===== config.mk =====
export PLATFORM = sky130hd
export DESIGN_NAME = fetch_stage
export DESIGN_NICKNAME = d
export VERILOG_FILES = /design/src/rtl/fetch_stage.sv
export SDC_FILE = /design/constraint.sdc
export NUM_CORES = 1
export LEC_CHECK = 0
export BUFFER_PORTS_ARGS = -buffer_cell sky130_fd_sc_hd__buf_2
export CORE_MARGIN = 4
export CORE_UTILIZATION = 49
export CTS_BUF_LIST = sky130_fd_sc_hd__clkbuf_8 sky130_fd_sc_hd__clkbuf_16
export DETAILED_ROUTE_END_ITERATION = 8
export PLACE_DENSITY = 0.87
export SETUP_SLACK_MARGIN = 0.5
export SLEW_MARGIN = 20
export SYNTH_ARGS = -nofsm -noshare
export SYNTH_HDL_FRONTEND = slang
export SYNTH_SLANG_ARGS = --single-unit

===== constraint.sdc =====
create_clock -name clk -period 3.06 [get_ports clk]
set_input_delay 0.153 -clock clk [delete_from_list [all_inputs] [get_ports clk]]
set_output_delay 0.153 -clock clk [all_outputs]
set_load 0.05 [all_outputs]

===== src/rtl/fetch_stage.sv =====
// Instruction-fetch stage: owns the PC, drives a synchronous-read instruction
// memory and feeds decode, with bubbles after reset/redirect and a one-entry skid buffer.
module fetch_stage #(
  parameter logic [31:0] RESET_PC  = 32'h0000_0000,
  parameter logic [31:0] NOP_INSTR = 32'h0000_0013
) (
  input  logic        clk,
  input  logic        rst,
  input  logic        stall_IF,
  input  logic        polling_hold,
  input  logic        redirect_en,
  input  logic [31:0] redirect_pc,
  output logic [31:0] imem_addr,
  output logic        imem_req,
  input  logic [31:0] imem_rdata,
  output logic [31:0] instr_ID,
  output logic [31:0] pc_ID,
  output logic [31:0] pc_plus4_ID,
  output logic        valid_ID,
  output logic        err_IF
);

  typedef enum logic [1:0] {
    BOOT  = 2'd0,
    RUN   = 2'd1,
    STALL = 2'd2
  } state_t;

  state_t      state;
  logic [31:0] pc_F;
  logic [31:0] skid_instr;
  logic        skid_valid;
  logic        stall;

  assign stall       = stall_IF | polling_hold;
  assign imem_addr   = pc_F;
  assign imem_req    = !rst;
  assign pc_plus4_ID = pc_ID + 32'd4;

  // The memory answers one cycle late, so a held instruction must come from
  // the skid buffer: imem_rdata already reflects pc_F during a stall.
  always_comb begin
    // NOTE: default assignment first so no path through this block infers a latch.
    instr_ID = imem_rdata;
    if (skid_valid)
      instr_ID = skid_instr;
    else if (!valid_ID)
      instr_ID = NOP_INSTR;
  end

  // NOTE: sequential state uses non-blocking assignments only; the reset branch
  // is asynchronous and covers every register, including the skid entry.
  always_ff @(posedge clk or posedge rst) begin
    if (rst) begin
      state      <= BOOT;
      pc_F       <= RESET_PC;
      pc_ID      <= RESET_PC;
      valid_ID   <= 1'b0;
      skid_instr <= NOP_INSTR;
      skid_valid <= 1'b0;
      err_IF     <= 1'b0;
    end else if (redirect_en) begin
      // Redirect wins over any hold; pc_ID is meaningless while valid_ID is low.
      state      <= BOOT;
      pc_F       <= {redirect_pc[31:2], 2'b00};
      valid_ID   <= 1'b0;
      skid_valid <= 1'b0;
      if (redirect_pc[1:0] != 2'b00)
        err_IF <= 1'b1;
    end else if (stall) begin
      if (state != STALL) begin
        skid_instr <= instr_ID;
        skid_valid <= valid_ID;
        state      <= STALL;
      end
    end else begin
      state      <= RUN;
      pc_ID      <= pc_F;
      pc_F       <= pc_F + 32'd4;
      valid_ID   <= 1'b1;
      skid_valid <= 1'b0;
    end
  end

endmodule


==> summary.md <==
| Metric | Value |
|---|---|
| Dominant synthesized flop cell | `dfrtp_1` |
| Worst EP required | `2.91 ns` |
| Clock Latency Late Sink | `0.35 ns` |
| Crit Path Class | `flop to output pin` |
| Synth top cells by count | `135 x nand2_1, 94 x dfrtp_1, 28 x a22o_1, 27 x clkbuf_1` |
| Fin crit period | `2.49 ns` |
| Crit Path Max Fanout | `5` |
| CTS tree | `yes` |
| Worst min path class | `primary input to flop` |
| Worst reg2reg setup slack | `0.68 ns` |
| Post-Route WL | `15.4 mm` |
| Share of layout cells above drive strength 1 | `38.9%` |
| DRT antenna net count | `0` |
| # Max-Cap Violations | `0` |
| Total track usage | `24.1%` |
| Core Region | `10300 um^2` |
| R2r worst-path depth | `5` |
| Dominant cell type by area after synthesis | `dfrtp_1` |
| Post-route insts no fill | `887` |
| Hpwl dp | `11.2 mm` |
| Startpoint types | `flop` |
| Slew @ Worst Pin | `0.970 ns` |
| Routed wire per std cell | `17.3 um` |
| Syn-to-layout area delta | `30.4%` |
| Tcrit/Tclk final | `81.3%` |
| Global route overflow | `0` |
| Port Buffers | `193` |
| Vias in the first global route | `5016` |
| Synth Cell Area | `5140 um^2` |
| Pre-antenna DRT Iters | `5` |
| Drt via density | `5.74` |
| DRC Markers | `0` |
| Syn avg cell area | `9.27 um^2` |
| Largest family of logic cells by synthesized area | `simple AND/OR/NAND/NOR gates` |
| RR Startpoint | `imem_addr[2]$_DFFE_PP0N_` |
| R2r endpoint | `imem_addr[24]$_DFFE_PP0N_` |
| Post-synthesis mux area share | `6.08%` |
| Compound-cell area share of the yosys netlist | `11.7%` |
| Simple-Gate Fraction of Synth Area | `23.7%` |
| Distinct cells, synth | `41` |
| Most numerous cell in the Yosys netlist | `nand2_1` |
| Starting density of the core | `50.1%` |
| Hold wc startpoint | `redirect_pc[6]` |
| Die X | `110 um` |
| Largest stage delay, worst path | `0.69 ns` |
| Final Skew | `0.0110 ns` |
| Initial antenna violation count | `1` |
| H-Tree Depth | `3` |
| Largest net degree at the start of global routing | `46` |
| Final Setup Violations | `0` |
| Post-synthesis xor/xnor area fraction | `6.64%` |
| Die Height | `110 um` |
| Ranking of synthesized cells by area | `dfrtp_1 46%, nand2_1 9.8%, mux2_2 5.7%` |
| Asr flop ratio synth | `100%` |
| Sequential-to-total area share from yosys stat | `47.3%` |
| Clock sink count | `97` |
| Routability congestion estimate | `0.862` |
| RSZ-0062 raised after global routing | `false` |
| Arr. time, crit path | `2.33 ns` |
| First-pass GRT wire length | `24.6 mm` |
| Reg clk slew, reported paths | `0.09 ns` |
| Placed Cells incl. Taps | `861` |
| Fmax | `402 MHz` |
| Root buf cell | `clkbuf_8` |
| Pwr per Cell Area | `621 nW/um^2` |
| Die Area | `12200 um^2` |
| CP Capture Type | `output pin` |
| Worst Hold End | `imem_addr[6]$_DFFE_PP0N_` |
| Adder-Cell Fraction of Synth Area | `0.486%` |
| Cells after Synth | `555` |
| Total CTS buffers | `9` |
| Lkg Pwr | `3.23 nW` |
| Worst Path Buf+Inv | `1` |
| Cells along the critical path | `nand3_2, or4b_4, nor3_2, xor2_2, clkbuf_4` |
| Post-synth EDFFs | `0` |
| Slew HR | `35.4%` |
| IO Count | `200` |
| Setup TNS | `0 ns` |
| Yosys top cell area share | `45.7%` |
| Clock Tree Buf Depth | `2` |
| #FFs+latches synth | `97` |
| Final Max Slew Viols | `0` |
| Status | `finished, final reports clean` |
| Site Rows | `37` |
| Synth warn | `0` |
| Delay-heaviest family, CP | `simple AND/OR/NAND/NOR gates` |
| Layout Nets | `816` |
| Slowest stage cell, crit path | `or4b_4` |
| Iteration-0 DRC Markers | `433` |
| Final Hold Fails | `0` |
| Hold Path Cell Cnt | `3` |
| Total number of vias | `5094` |
| Peak supply drop | `0.000553 V` |
==> worst register-to-register path, cell delays in order (launching register included) <==
cell and delay (ns):
dfrtp_1 0.47, ha_1 0.23, and4bb_2 0.31, nand4_1 0.46
or4_1 0.65, a31oi_1 0.18
==> metal layers <==
metal | global-route usage [%] | vias to the layer above | wire (um)
li1 | - | 2325 | -
met1 | 31.6 | 2494 | 6550
met2 | 39.4 | 243 | 7450
met3 | 4.66 | 32 | 1060
met4 | 9.61 | 0 | 329
met5 | 0 | - | 0
==> metrics by stage <==
step / hold slack (ns) / power [W] / instance area, um^2 / util, % / setup slack, ns
after floorplan: 0.273 / 0.00290 / 5250 / - / 0.507
after global placement: 0.151 / 0.00327 / 6300 / 61.3 / 0.760
after CTS: 0.00418 / 0.00414 / 6610 / 64.3 / 0.457
after global routing: 0.0127 / 0.00433 / 6710 / 65.3 / 0.494
after detailed placement: 0.153 / 0.00331 / 6300 / 61.3 / 0.656
final: 0.0200 / 0.00416 / 6710 / 65.3 / 0.572
==> how the worst max path moves through the flow <==
stage                               start         endpoint  slack, ns  cells after the start
floorplan           pc_ID[12]$_DFFE_PP0P_  pc_plus4_ID[29]       0.51                      5
finish               pc_ID[3]$_DFFE_PP0P_  pc_plus4_ID[21]       0.57                      5
global route        pc_ID[13]$_DFFE_PP0P_  pc_plus4_ID[28]       0.49                      5
global placement     pc_ID[7]$_DFFE_PP0P_  pc_plus4_ID[23]       0.76                      5
CTS                  pc_ID[7]$_DFFE_PP0P_  pc_plus4_ID[23]       0.46                      5
detailed placement   pc_ID[7]$_DFFE_PP0P_  pc_plus4_ID[23]       0.66                      5
==> power by group <==
group	internal [W]	switching [W]
logic	0.000416	0.00123
clock network	0.000395	0.000437
registers	0.00145	0.000236
total	0.00226	0.00190
==> cell usage in the layout, fill, tap and decap left out, types with 5 or more instances in the layout <==
cell type      count
clkbuf_8          10
nand4_1           18
clkbuf_4           9
o31ai_1           12
xnor2_1           13
nand2_1          135
dfrtp_1           86
a31oi_1           12
and4_1             5
inv_1             12
a22o_1            28
nand3_1           21
dfrtp_2            8
buf_2            183
nor2_1            26
dlygate4sd3_1      5
and3_1             5
xor2_2            10
mux2_2            26
conb_1             6
buf_4             12
o21ai_0           21
xor2_1            16
nor3_2             8
or4_1             14
o211ai_1           6
==> layout make-up <==
type,instances,area (um^2)
clock inverters,6,58.8
clock buffers,10,138
fillers,834,3570
well taps,136,170
inverters,12,48.8
repair buffers,209,1120
diodes,1,2.50
flip-flops and latches,97,2440
multi-input cells,416,2730
==> cells by family (layout without fill, tap and decap cells) <==
group / count (synthesis) / in the layout
buf+inv: 48 / 237
other cells: 1 / 7
fa+ha+maj: 2 / 2
compound gates: 84 / 84
xor+xnor: 39 / 39
mux: 28 / 28
simple gates: 256 / 257
flops: 97 / 97
==> timing repair <==
action	in CTS	in global routing
hold endpoints to repair	15	0
cloned	0	1
pin swaps	2	3
resized for setup	8	26
setup buffers	3	0
setup endpoints to repair	14	15
hold buffers	5	0
==> flip-flops by register name, indices dropped and copies added, names as in the netlist <==
signal / count
err_IF: 1
imem_addr: 30
pc_ID: 30
skid_instr: 32
skid_valid: 1
state: 2
valid_ID: 1
No activity file was read; power rests on OpenSTA's default activity.
